**config.mk**
```make
export PLATFORM = sky130hd
export DESIGN_NAME = pipeline_hazard_ctrl
export DESIGN_NICKNAME = d
export VERILOG_FILES = /design/src/rtl/pipe_ctrl_pkg.sv /design/src/rtl/pipeline_hazard_ctrl_forward_unit.sv /design/src/rtl/pipeline_hazard_ctrl.sv
export SDC_FILE = /design/constraint.sdc
export NUM_CORES = 1
export LEC_CHECK = 0
export BUFFER_PORTS_ARGS = -buffer_cell sky130_fd_sc_hd__buf_2
export CORE_MARGIN = 4
export CORE_UTILIZATION = 48
export CTS_CLUSTER_SIZE = 40
export DETAILED_ROUTE_END_ITERATION = 16
export MAX_ROUTING_LAYER = met4
export PLACE_DENSITY = 0.8
export SLEW_MARGIN = 20
export SYNTH_ARGS = -nofsm -noshare
export SYNTH_HDL_FRONTEND = slang
export SYNTH_HIERARCHICAL = 1
export SYNTH_SLANG_ARGS = --single-unit
```
**constraint.sdc**
```tcl
create_clock -name clk_i -period 2.49 [get_ports clk_i]
set_input_delay 0.249 -clock clk_i [delete_from_list [all_inputs] [get_ports clk_i]]
set_output_delay 0.249 -clock clk_i [all_outputs]
set_load 0.02 [all_outputs]
```
**src/rtl/pipe_ctrl_pkg.sv**
```systemverilog
// Shared types and constants for the pipeline hazard controller.
package pipe_ctrl_pkg;

  typedef enum logic [1:0] {
    ST_RUN      = 2'd0,
    ST_MEM_WAIT = 2'd1,
    ST_ERROR    = 2'd2
  } ctrl_state_e;

  localparam logic [1:0] FWD_RF    = 2'b00;
  localparam logic [1:0] FWD_EXMEM = 2'b01;
  localparam logic [1:0] FWD_MEMWB = 2'b10;

  localparam logic [4:0] REG_ZERO = 5'd0;

  // Pipeline register load enables, grouped so stall decode can set them together.
  typedef struct packed {
    logic pc;
    logic if_id;
    logic id_ex;
    logic ex_mem;
    logic mem_wb;
  } stage_en_t;

  // A later stage can supply src only if it really writes a non-zero register equal to src.
  function automatic logic reg_hit(input logic [4:0] waddr, input logic wena,
                                   input logic [4:0] src);
    return wena && (waddr != REG_ZERO) && (waddr == src);
  endfunction

endpackage

```
**src/rtl/pipeline_hazard_ctrl_forward_unit.sv**
```systemverilog
// Operand forwarding select for one EX-stage source; EX/MEM beats MEM/WB.
module forward_unit
  import pipe_ctrl_pkg::*;
(
  input  logic [4:0] ex_src,
  input  logic [4:0] mem_waddr,
  input  logic       mem_wena,
  input  logic [4:0] wb_waddr,
  input  logic       wb_wena,
  output logic [1:0] sel
);

  // Youngest producer wins: EX/MEM result is newer than MEM/WB.
  always_comb begin
    sel = FWD_RF;
    if (reg_hit(mem_waddr, mem_wena, ex_src))
      sel = FWD_EXMEM;
    else if (reg_hit(wb_waddr, wb_wena, ex_src))
      sel = FWD_MEMWB;
  end

endmodule

```
**src/rtl/pipeline_hazard_ctrl.sv**
```systemverilog
// Stall/flush/forwarding controller for the five-stage pipeline with
// multi-cycle data-memory wait sequencing and timeout detection.
module pipeline_hazard_ctrl
  import pipe_ctrl_pkg::*;
#(
  parameter int MEM_WAIT_MAX = 16
) (
  input  logic        clk_i,
  input  logic        rst_i,
  input  logic [4:0]  id_rs_addr_i,
  input  logic [4:0]  id_rt_addr_i,
  input  logic        id_rs_used_i,
  input  logic        id_rt_used_i,
  input  logic [4:0]  ex_rs_addr_i,
  input  logic [4:0]  ex_rt_addr_i,
  input  logic [4:0]  ex_rd_waddr_i,
  input  logic        ex_rd_wena_i,
  input  logic        ex_is_load_i,
  input  logic [4:0]  mem_rd_waddr_i,
  input  logic        mem_rd_wena_i,
  input  logic [4:0]  wb_rd_waddr_i,
  input  logic        wb_rd_wena_i,
  input  logic        ex_branch_taken_i,
  input  logic        dmem_req_i,
  input  logic        dmem_ready_i,
  output logic        pc_en_o,
  output logic        if_id_en_o,
  output logic        id_ex_en_o,
  output logic        ex_mem_en_o,
  output logic        mem_wb_en_o,
  output logic        if_id_flush_o,
  output logic        id_ex_flush_o,
  output logic        mem_wb_bubble_o,
  output logic [1:0]  fwd_a_sel_o,
  output logic [1:0]  fwd_b_sel_o,
  output logic        mem_timeout_o,
  output logic [15:0] stall_count_o
);

  localparam int CNT_W = (MEM_WAIT_MAX > 2) ? $clog2(MEM_WAIT_MAX) : 1;
  localparam logic [CNT_W-1:0] WAIT_LAST = CNT_W'(MEM_WAIT_MAX - 1);

  ctrl_state_e      state, state_nxt;
  logic [CNT_W-1:0] wait_cnt, wait_cnt_nxt;
  logic [15:0]      stall_cnt;

  stage_en_t en;
  logic      if_id_flush, id_ex_flush, mem_wb_bubble, timeout;
  logic      mem_stall, decode_hazards, load_use;
  logic [1:0] fwd_a, fwd_b;

  // Load-use: a load in EX writes a register the ID instruction is about to read.
  always_comb begin
    load_use = ex_is_load_i && ex_rd_wena_i && (ex_rd_waddr_i != REG_ZERO) &&
               (((ex_rd_waddr_i == id_rs_addr_i) && id_rs_used_i) ||
                ((ex_rd_waddr_i == id_rt_addr_i) && id_rt_used_i));
  end

  // Next-state and Mealy decode of enables, flushes and bubble.
  always_comb begin
    state_nxt      = state;
    wait_cnt_nxt   = wait_cnt;
    en             = '{default: 1'b1};
    if_id_flush    = 1'b0;
    id_ex_flush    = 1'b0;
    mem_wb_bubble  = 1'b0;
    timeout        = 1'b0;
    mem_stall      = 1'b0;
    decode_hazards = 1'b0;

    case (state)
      ST_RUN: begin
        if (dmem_req_i && !dmem_ready_i) begin
          mem_stall    = 1'b1;
          state_nxt    = ST_MEM_WAIT;
          wait_cnt_nxt = '0;
        end else begin
          decode_hazards = 1'b1;
        end
      end
      ST_MEM_WAIT: begin
        if (!dmem_ready_i) begin
          mem_stall = 1'b1;
          if (wait_cnt == WAIT_LAST)
            state_nxt = ST_ERROR;
          else
            wait_cnt_nxt = wait_cnt + 1'b1;
        end else begin
          // Exit cycle: a branch held in EX during the wait flushes now.
          decode_hazards = 1'b1;
          state_nxt      = ST_RUN;
        end
      end
      ST_ERROR: begin
        en      = '0;
        timeout = 1'b1;
      end
      default: state_nxt = ST_RUN;
    endcase

    // Freeze everything up to EX/MEM; MEM/WB drains with a bubble.
    if (mem_stall) begin
      en.pc         = 1'b0;
      en.if_id      = 1'b0;
      en.id_ex      = 1'b0;
      en.ex_mem     = 1'b0;
      mem_wb_bubble = 1'b1;
    end

    // A taken branch squashes the ID instruction, so its load-use stall is moot.
    if (decode_hazards) begin
      if (ex_branch_taken_i) begin
        if_id_flush = 1'b1;
        id_ex_flush = 1'b1;
      end else if (load_use) begin
        en.pc       = 1'b0;
        en.if_id    = 1'b0;
        id_ex_flush = 1'b1;
      end
    end
  end

  // State register and memory-wait counter.
  always_ff @(posedge clk_i) begin
    if (rst_i) begin
      state    <= ST_RUN;
      wait_cnt <= '0;
    end else begin
      state    <= state_nxt;
      wait_cnt <= wait_cnt_nxt;
    end
  end

  // Saturating count of PC-stalled cycles; ERROR cycles are not stalls.
  always_ff @(posedge clk_i) begin
    if (rst_i)
      stall_cnt <= '0;
    else if ((state != ST_ERROR) && !en.pc && (stall_cnt != 16'hFFFF))
      stall_cnt <= stall_cnt + 16'd1;
  end

  forward_unit u_fwd_a (
    .ex_src    (ex_rs_addr_i),
    .mem_waddr (mem_rd_waddr_i),
    .mem_wena  (mem_rd_wena_i),
    .wb_waddr  (wb_rd_waddr_i),
    .wb_wena   (wb_rd_wena_i),
    .sel       (fwd_a)
  );

  forward_unit u_fwd_b (
    .ex_src    (ex_rt_addr_i),
    .mem_waddr (mem_rd_waddr_i),
    .mem_wena  (mem_rd_wena_i),
    .wb_waddr  (wb_rd_waddr_i),
    .wb_wena   (wb_rd_wena_i),
    .sel       (fwd_b)
  );

  // Reset forces every control output quiet, including the registered counter view.
  always_comb begin
    pc_en_o         = !rst_i && en.pc;
    if_id_en_o      = !rst_i && en.if_id;
    id_ex_en_o      = !rst_i && en.id_ex;
    ex_mem_en_o     = !rst_i && en.ex_mem;
    mem_wb_en_o     = !rst_i && en.mem_wb;
    if_id_flush_o   = !rst_i && if_id_flush;
    id_ex_flush_o   = !rst_i && id_ex_flush;
    mem_wb_bubble_o = !rst_i && mem_wb_bubble;
    mem_timeout_o   = !rst_i && timeout;
    fwd_a_sel_o     = rst_i ? FWD_RF : fwd_a;
    fwd_b_sel_o     = rst_i ? FWD_RF : fwd_b;
    stall_count_o   = rst_i ? 16'd0 : stall_cnt;
  end

endmodule
```
==> results.ini, run 1 <==
[detailed_routing]
via_count=1748
drt_first_pass_iters=4
met3_length_um=320
top_layer=met4
wl_met2_mm=1.83
ant_nets=0
drt-initial-drc-count=72
wl_per_cell_um=12.1
wl_met1_mm=1.84
route.detailed.drc=0
drt-total-wl_mm=4.02
vias_per_cell=5.27

[floorplan]
dieArea_mm2=0.00476
fp.dieH_um=69.0
io_pins=75
die_w_um=69.0
rows=21
start_util_pct=51.5
coreArea_mm2=0.00347

[cells_and_area]
final_util_pct=64.6
multi_input_area_mm2=0.00128
design_area_mm2=0.00224
drive_above_1_share_pct=35.3
fill_cells=324
seq_area_um2=440
diodes=0
nets=335
area_growth_syn_to_layout_pct=25.5
layout_common_cells=buf_2 (74), nor2_1 (26), nor2b_1 (22), dfxtp_1 (22), xnor2_1 (20)
final_common_cell=buf_2

[yosys]
synthFlopType=dfxtp_1
synth_edf_count=0
syn_area_per_cell_um2=8.34
synth.yosys.seq_area_share_pct=24.7
synthCells=214
synthDistinctLibCells=47
synth-warning-count=6
syn-num-nets=262
ys_ff_latch=22
syn-cell-area_mm2=0.00179
postSynth.asyncResetShare_pct=0

[worst_setup_path]
crit_type=flop to flop
reg2reg_setup_slack_ns=0.40
r2r_end=stall_cnt[15]
crit_cells=6
startpoint=state[1]
worstPathCellList=nor2_1 > o21ai_0 > a21boi_2 > buf_4 > nor4_1 > mux2_1
worstPathBufferInverterCount=1
critPathMaxFanout=20
required_ns=2.64
cp_slowest_cell=dfxtp_1
start_kind=flop
rr_startpoint=state[1]
arrival_ns=2.23
endpoint_kind=flop
critPathMaxStageDelay_ns=0.36
crit_path_end=stall_cnt[15]
rr_worst_depth=6
critPathTopFamily=simple AND/OR/NAND/NOR gates

[global_route]
grt_pass1_vias=1618
antenna_found_initial=0
grt_pass1_wl_mm=6.64
grt_max_degree=45
grt_usage_pct=18.4
grt_overflow=0

[timing]
finalSetupViolations=0
finalSetupTns_ns=0
post-route-period-util_pct=83.8
fin_crit_ns=2.09
slew_viol_final=0
skew_ns=0.00332
maxSlewHeadroom_pct=67.5
clock.fmax_ghz=0.479
hold_viol_final=0
rsz0062_at_grt=false
worstMarginPinSlew_ns=0.482

[clock_tree]
cts_resized=0
clk_path_buf_depth=2
cts_buffers=3
post_cts_buffers=0
cts.reportedPaths.clkPinSlew_ns=0.08
cts-hold-fix-buffers=0
clk_latency_ns=0.26
cts.sinks=22
cts_root_buf=clkbuf_8
htreeDepth=1
cts_tree=yes

[pwr]
total_power_mw=0.789
p_per_area_mw_per_mm2=352
leakagePower_nw=0.984
irDropWorstVdd_mv=0.169

[job]
max-cap-violations=0

[placement]
placed_area_mm2=0.00219
gp_congestion=0.817
place_hpwl_mm=3.28
port_buffers=74

[status]
status=finished clean

[min_path]
hold_class=input port to flop

[report_power, final]
group / leakage, nW / internal (mW) / switching (mW)
clock: 0.0288 / 0.141 / 0.108
sequential: 0.178 / 0.355 / 0.00397
combinational: 0.778 / 0.0825 / 0.0996
total: 0.984 / 0.578 / 0.211
[through the flow]
| stage | setup slack (ns) | hold slack, ns | std cells |
|---|---|---|---|
| 3_5_place_dp | 0.367 | 0.500 | 328 |
| 4_1_cts | 0.397 | 0.289 | 332 |
| 2_1_floorplan | 0.120 | 0.466 | 214 |
| 5_1_grt | 0.206 | 0.304 | 332 |
| 3_3_place_gp | 0.433 | 0.497 | 328 |
| 6_report | 0.404 | 0.292 | 332 |
[cell type report]
type	instances	share of cell area, %
Clock buffer	4	2.46
Inverter	2	0.335
Multi-Input combinational cell	180	57.1
Sequential cell	22	19.7
Tap cell	46	2.57
Timing Repair Buffer	78	17.9
[Yosys cell counts, types with 5 or more instances]
| library cell | n | area (um^2) |
|---|---|---|
| a21oi_1 | 6 | 30.0 |
| dfxtp_1 | 22 | 440 |
| mux2_1 | 7 | 78.8 |
| mux2_4 | 5 | 75.1 |
| nand2_1 | 13 | 48.8 |
| nand3_1 | 9 | 45.0 |
| nor2_1 | 26 | 97.6 |
| nor2b_1 | 22 | 138 |
| nor3_1 | 9 | 45.0 |
| nor4_1 | 9 | 56.3 |
| xnor2_1 | 20 | 175 |
| xor2_1 | 8 | 70.1 |
[worst reg2reg max path, cell delays in order, from the launching register on]
cell and delay, ns:
dfxtp_1 0.36, nor2_1 0.22, o21ai_0 0.24, a21boi_2 0.22, buf_4 0.21, nor4_1 0.36, mux2_1 0.36
[cell families after synthesis]
kind of cell,share of synthesized area (%)
and+or+nand+nor,36.6
buffers and inverters,3.64
adders and majority gates,1.40
muxes,9.18
DFF,24.7
AOI/OAI and AO/OA,10.7
xor gates and xnor gates,13.7
[worst min path at each step]
stage | cells after the start | to | from | slack, ns
2_1_floorplan | 2 | wait_cnt[1] | wait_cnt[1] | 0.47
3_3_place_gp | 2 | wait_cnt[3] | wait_cnt[3] | 0.50
3_5_place_dp | 2 | wait_cnt[1] | wait_cnt[1] | 0.50
4_1_cts | 3 | wait_cnt[2] | rst_i | 0.29
5_1_grt | 3 | wait_cnt[2] | rst_i | 0.30
6_report | 3 | wait_cnt[2] | rst_i | 0.29
[per-layer routing]
layer	GRT usage (%)	up-vias
met5	-	-
met4	6.81	0
met3	2.27	2
met2	31.0	56
met1	22.5	777
li1	-	913
[flip-flops by register name (all words and copies together), names as in the netlist]
signal     flops
stall_cnt     16
wait_cnt       4
state          2
Note: power is estimated with default switching activity, not from simulation.
==> run 2: changes to the inputs <==
- clock period: 2.49 -> 2.1 ns (I/O delays scaled with it)
==> run 2 against run 1 <==
Clock skew increased by 0.0033 ns. Worst hold slack got worse by 0.041 ns. Routed wire length increased by 6.8%. Flip-flop and latch count unchanged. Register-to-register slack got worse by 0.27 ns. Sequential share of layout area decreased by 0.24 points. Clock-buffer cell count unchanged. Sequential power increased by 18%. Power increased by 21%. Largest cell class unchanged.
==> results.ini, run 2 (same netlist as run 1, synthesis figures left out) <==
[worst_setup_path]
rr_startpoint=state[1]  ; unchanged
cp_slowest_cell=nor4b_1  ; was dfxtp_1
required_ns=2.25  ; was 2.64 ns
rr_worst_depth=6  ; unchanged
r2r_end=stall_cnt[7]  ; was stall_cnt[15]
crit_cells=6  ; unchanged
reg2reg_setup_slack_ns=0.14  ; was 0.40 ns
critPathTopFamily=simple AND/OR/NAND/NOR gates  ; unchanged
arrival_ns=2.12  ; was 2.23 ns
start_kind=flop  ; unchanged
critPathMaxFanout=20  ; unchanged
worstPathBufferInverterCount=1  ; unchanged
critPathMaxStageDelay_ns=0.37  ; was 0.36 ns
worstPathCellList=nor2_1 > o21ai_0 > a21boi_2 > buf_12 > nor4b_1 > mux2_1  ; was nor2_1 > o21ai_0 > a21boi_2 > buf_4 > nor4_1 > mux2_1
crit_type=flop to flop  ; unchanged
endpoint_kind=flop  ; unchanged
crit_path_end=stall_cnt[7]  ; was stall_cnt[15]
startpoint=state[1]  ; unchanged

[floorplan]
io_pins=75  ; unchanged
die_w_um=69.0  ; unchanged
coreArea_mm2=0.00347  ; unchanged
rows=21  ; unchanged
dieArea_mm2=0.00476  ; unchanged
start_util_pct=51.5  ; unchanged
fp.dieH_um=69.0  ; unchanged

[clock_tree]
cts_buffers=3  ; unchanged
cts_tree=yes  ; unchanged
cts.sinks=22  ; unchanged
cts_root_buf=clkbuf_8  ; unchanged
clk_latency_ns=0.26  ; about the same
htreeDepth=1  ; unchanged
clk_path_buf_depth=2  ; unchanged
cts-hold-fix-buffers=0  ; unchanged
cts.reportedPaths.clkPinSlew_ns=0.08  ; about the same

[timing]
worstMarginPinSlew_ns=0.413  ; was 0.482 ns
hold_viol_final=0  ; unchanged
maxSlewHeadroom_pct=72.5  ; was 67.5%
post-route-period-util_pct=93.4  ; was 83.8%
hold_slack_ns=0.250  ; was 0.292 ns
rsz0062_at_grt=false  ; unchanged
clock.fmax_ghz=0.510  ; was 0.479 GHz
finalSetupTns_ns=0  ; unchanged
slew_viol_final=0  ; unchanged
skew_ns=0.00662  ; was 0.00332 ns
finalSetupViolations=0  ; unchanged
fin_crit_ns=1.96  ; was 2.09 ns

[cells_and_area]
drive_above_1_share_pct=36.5  ; was 35.3%
top_regs=stall_cnt x16, wait_cnt x4, state x2  ; unchanged
nets=337  ; was 335
seq_area_um2=442  ; was 440 um^2
final_util_pct=65.6  ; was 64.6%
diodes=0  ; unchanged
fill_cells=303  ; was 324
final_common_cell=buf_2  ; unchanged
area_growth_syn_to_layout_pct=27.4  ; was 25.5%
largest_reg_flops=16  ; unchanged
regMostFlops=stall_cnt  ; unchanged
layout_common_cells=buf_2 (74), nor2_1 (26), nor2b_1 (22)  ; was buf_2 (74), nor2_1 (26), nor2b_1 (22), dfxtp_1 (22), xnor2_1 (20)
multi_input_area_mm2=0.00128  ; about the same

[status]
status=finished clean  ; unchanged

[pwr]
irDropWorstVdd_mv=0.230  ; was 0.169 mV
leakagePower_nw=1.00  ; was 0.984 nW
total_power_mw=0.955  ; was 0.789 mW
p_per_area_mw_per_mm2=420  ; was 352 mW/mm^2

[global_route]
grt_max_degree=45  ; unchanged
grt_pass1_wl_mm=6.91  ; was 6.64 mm
grt_usage_pct=19.6  ; was 18.4%
antenna_found_initial=0  ; unchanged
grt_pass1_vias=1608  ; was 1618
grt_overflow=0  ; unchanged

[placement]
port_buffers=74  ; unchanged
place_hpwl_mm=3.43  ; was 3.28 mm
gp_congestion=0.820  ; was 0.817

[detailed_routing]
wl_per_cell_um=12.8  ; was 12.1 um
drt-initial-drc-count=121  ; was 72
vias_per_cell=5.29  ; was 5.27
drt_first_pass_iters=4  ; unchanged
drt-total-wl_mm=4.29  ; was 4.02 mm
via_count=1768  ; was 1748
route.detailed.drc=0  ; unchanged
ant_nets=0  ; unchanged

[job]
max-cap-violations=0  ; unchanged

[min_path]
hold_depth=3  ; unchanged
hold_class=input port to flop  ; unchanged

-- run 2: cell types whose count changed in the layout (fill, tap and decap cells not counted) --
| cell | delta |
|---|---|
| buf_4 | +1 |
| dfxtp_2 | +1 |
| buf_12 | +1 |
| a211oi_2 | +1 |
| dfxtp_1 | -1 |
| a211oi_1 | -1 |
-- run 2: timing repair --
action | 4_1_cts | 5_1_grt
hold endpoints to repair | 0 | 0
setup buffers | 0 | 0
setup endpoints to repair | 0 | 3
gates resized for setup | 0 | 1
-- run 2: tightest hold or removal path, cell delays in order --
cell and delay [ns]:
buf_2 0.09, a31o_2 0.12, nor2_1 0.05
-- run 2: cell type report --
type	count	area share, %
multi-input cells	180	56.5
flip-flops and latches	22	19.4
well taps	46	2.53
repair buffers	80	18.8
clock buffers	4	2.42
inverters	2	0.330
-- run 2: where the power goes --
part | internal [mW] | leakage [nW] | switching, mW
sequential | 0.421 | 0.178 | 0.00335
combinational | 0.104 | 0.794 | 0.124
clock | 0.167 | 0.0288 | 0.136
total | 0.692 | 1.00 | 0.263
-- run 2: how the worst min path moves through the flow --
stage | startpoint | endpoint
after floorplan | dmem_req_i | wait_cnt[2]
after global placement | wait_cnt[1] | wait_cnt[1]
after detailed placement | wait_cnt[1] | wait_cnt[1]
after CTS | rst_i | wait_cnt[3]
after global routing | rst_i | wait_cnt[3]
final | rst_i | wait_cnt[3]
-- run 2: through the flow --
step                instance area (um^2)  cells  setup slack [ns]
finish                              2270    334             0.138
detailed placement                  2220    330            0.0681
global placement                    2220    330             0.127
CTS                                 2270    334            0.0839
global route                        2270    334            0.0259
floorplan                           1790    214           0.00508
-- run 2: metal layers --
metal	global-route usage (%)	wire length (um)	vias to the layer above	share of wire [%]
li1	-	-	914	-
met1	23.6	1870	786	44
met2	32.6	2010	63	47
met3	3.40	349	5	8.1
met4	7.06	59	0	1.4
met5	-	0	-	0
==> run 3: changes to the inputs <==
==> constraint.sdc (replaced) <==
create_clock -name clk_i -period 2.1 [get_ports clk_i]
set_input_delay 0.315 -clock clk_i [delete_from_list [all_inputs] [get_ports clk_i]]
set_output_delay 0.315 -clock clk_i [all_outputs]
set_load 0.02 [all_outputs]
==> run 3 against run 2 <==
First-iteration DRC count decreased by 45%. Sequential share of layout area shrank 0.42 points. Global-route usage down 0.22 points. Clock-buffer cell count decreased by 1. Combinational power is 2% higher. Register-to-register slack gained 0.07 ns. Critical path depth rose by 1. Via count up 0.79%. Clock skew down 0.0057 ns. Sequential power about the same.
==> results.ini, run 3 (same netlist as run 1, synthesis figures left out) <==
[status]
status=finished clean  ; unchanged

[global_route]
grt_max_degree=45  ; unchanged
grt_overflow=0  ; unchanged
antenna_found_initial=0  ; unchanged
grt_pass1_wl_mm=6.91  ; about the same
grt_usage_pct=19.3  ; was 19.6%
grt_pass1_vias=1632  ; was 1608

[timing]
clock.fmax_ghz=0.501  ; was 0.510 GHz
worst_slack_ns=0.104  ; was 0.138 ns
hold_viol_final=0  ; unchanged
maxSlewHeadroom_pct=72.7  ; was 72.5%
post-route-period-util_pct=95.0  ; was 93.4%
skew_ns=0.000951  ; was 0.00662 ns
finalSetupViolations=0  ; unchanged
slew_viol_final=0  ; unchanged
rsz0062_at_grt=true  ; was false
finalSetupTns_ns=0  ; unchanged
worstMarginPinSlew_ns=0.409  ; was 0.413 ns
fin_crit_ns=2.00  ; was 1.96 ns

[cells_and_area]
drive_above_1_share_pct=37.5  ; was 36.5%
layout.cells.non_filler=337  ; was 334
final_common_cell=buf_2  ; unchanged
design_area_mm2=0.00232  ; was 0.00227 mm^2
largest_reg_flops=16  ; unchanged
fill_cells=302  ; was 303
multi_input_area_mm2=0.00130  ; was 0.00128 mm^2
seq_area_um2=442  ; unchanged
area_growth_syn_to_layout_pct=30.2  ; was 27.4%
top_regs=stall_cnt x16, wait_cnt x4, state x2  ; unchanged
layout_common_cells=buf_2 (74), nor2_1 (26), nor2b_1 (22)  ; unchanged
regMostFlops=stall_cnt  ; unchanged
nets=340  ; was 337
diodes=0  ; unchanged

[job]
max-cap-violations=0  ; unchanged

[worst_setup_path]
cp_slowest_cell=or4_1  ; was nor4b_1
crit_type=input port to primary output  ; was flop to flop
critPathMaxStageDelay_ns=0.54  ; was 0.37 ns
arrival_ns=1.68  ; was 2.12 ns
crit_top_cell=buf_2
worstPathCellList=buf_2 > or4_1 > o211ai_2 > nor4_2 > buf_4 > a21boi_2 > buf_2  ; was nor2_1 > o21ai_0 > a21boi_2 > buf_12 > nor4b_1 > mux2_1
start_kind=input port  ; was flop
critPathMaxFanout=3  ; was 20
required_ns=1.78  ; was 2.25 ns
endpoint_kind=primary output  ; was flop

[floorplan]
rows=21  ; unchanged
die_w_um=69.0  ; unchanged
fp.dieH_um=69.0  ; unchanged
coreArea_mm2=0.00347  ; unchanged
start_util_pct=51.5  ; unchanged
dieArea_mm2=0.00476  ; unchanged
io_pins=75  ; unchanged

[placement]
dp_slack_ns=-0.0349  ; was 0.0681 ns
placed_area_mm2=0.00224  ; was 0.00222 mm^2
place_hpwl_mm=3.44  ; was 3.43 mm
placed_cells=333  ; was 330
gp_congestion=0.825  ; was 0.820
port_buffers=74  ; unchanged

[detailed_routing]
route.detailed.drc=0  ; unchanged
drt-total-wl_mm=4.35  ; was 4.29 mm
wl_per_cell_um=12.9  ; was 12.8 um
via_count=1782  ; was 1768
vias_per_cell=5.29  ; about the same
drt-initial-drc-count=67  ; was 121
ant_nets=0  ; unchanged
drt_first_pass_iters=4  ; unchanged

[pwr]
irDropWorstVdd_mv=0.255  ; was 0.230 mV
p_per_area_mw_per_mm2=453  ; was 420 mW/mm^2
leakagePower_nw=1.03  ; was 1.00 nW

[clock_tree]
cts.reportedPaths.clkPinSlew_ns=0.08  ; about the same
cts_buffers=3  ; unchanged
clk_path_buf_depth=2  ; unchanged
cts.sinks=22  ; unchanged
clk_latency_ns=0.26  ; about the same
htreeDepth=1  ; unchanged
post_cts_buffers=0  ; unchanged
cts_tree=yes  ; unchanged
cts_root_buf=clkbuf_8  ; unchanged

[min_path]
hold_class=input port to flop  ; unchanged

run 3: cell type report:
class / instances / area share, %
clock inverters: 1 / 1.29
repair buffers: 83 / 19.4
well taps: 46 / 2.48
flip-flops and latches: 22 / 19.0
multi-input cells: 180 / 55.8
clock buffers: 3 / 1.78
inverters: 2 / 0.323
run 3: timing repair:
action / 4_1_cts / 5_1_grt
hold buffers: 0 / 0
resized for setup: 0 / 2
setup endpoints to repair: 0 / 2
run 3: where the power goes:
| part | switching [mW] | internal (mW) |
|---|---|---|
| logic | 0.123 | 0.108 |
| registers | 0.00389 | 0.420 |
| clock network | 0.144 | 0.255 |
| total | 0.271 | 0.783 |
run 3: final timing paths:
kind	from	end	slack [ns]	cells past startpoint
setup reg to reg	stall_cnt[3]	stall_cnt[13]	0.21	6
hold / removal	rst_i	wait_cnt[3]	0.40	3
setup / recovery	ex_rd_waddr_i[1]	if_id_en_o	0.10	7
hold reg to reg	wait_cnt[1]	wait_cnt[1]	0.51	2
run 3: worst max-delay path: cells and delay by family:
family,cells,cell delay [ns]
AND/OR/NAND/NOR,2,0.61
buffers and inverters,3,0.43
AO/OA/AOI/OAI,2,0.33
run 3: layer usage:
| layer | share of wire, % | vias to the layer above | global-route usage (%) |
|---|---|---|---|
| met5 | 0 | - | - |
| met4 | 1.1 | 0 | 5.35 |
| li1 | - | 915 | - |
| met1 | 43 | 791 | 22.8 |
| met3 | 8.0 | 6 | 2.92 |
| met2 | 48 | 70 | 34.0 |
run 3: per-stage QoR:
step                      hold slack (ns)  power, mW  util (%)
final                               0.398       1.05      67.0
after global routing                0.415       1.10      67.0
after CTS                           0.372       1.05      66.8
after detailed placement            0.496      0.664      64.7
after global placement              0.487      0.661      64.7
after floorplan                     0.466      0.565         -
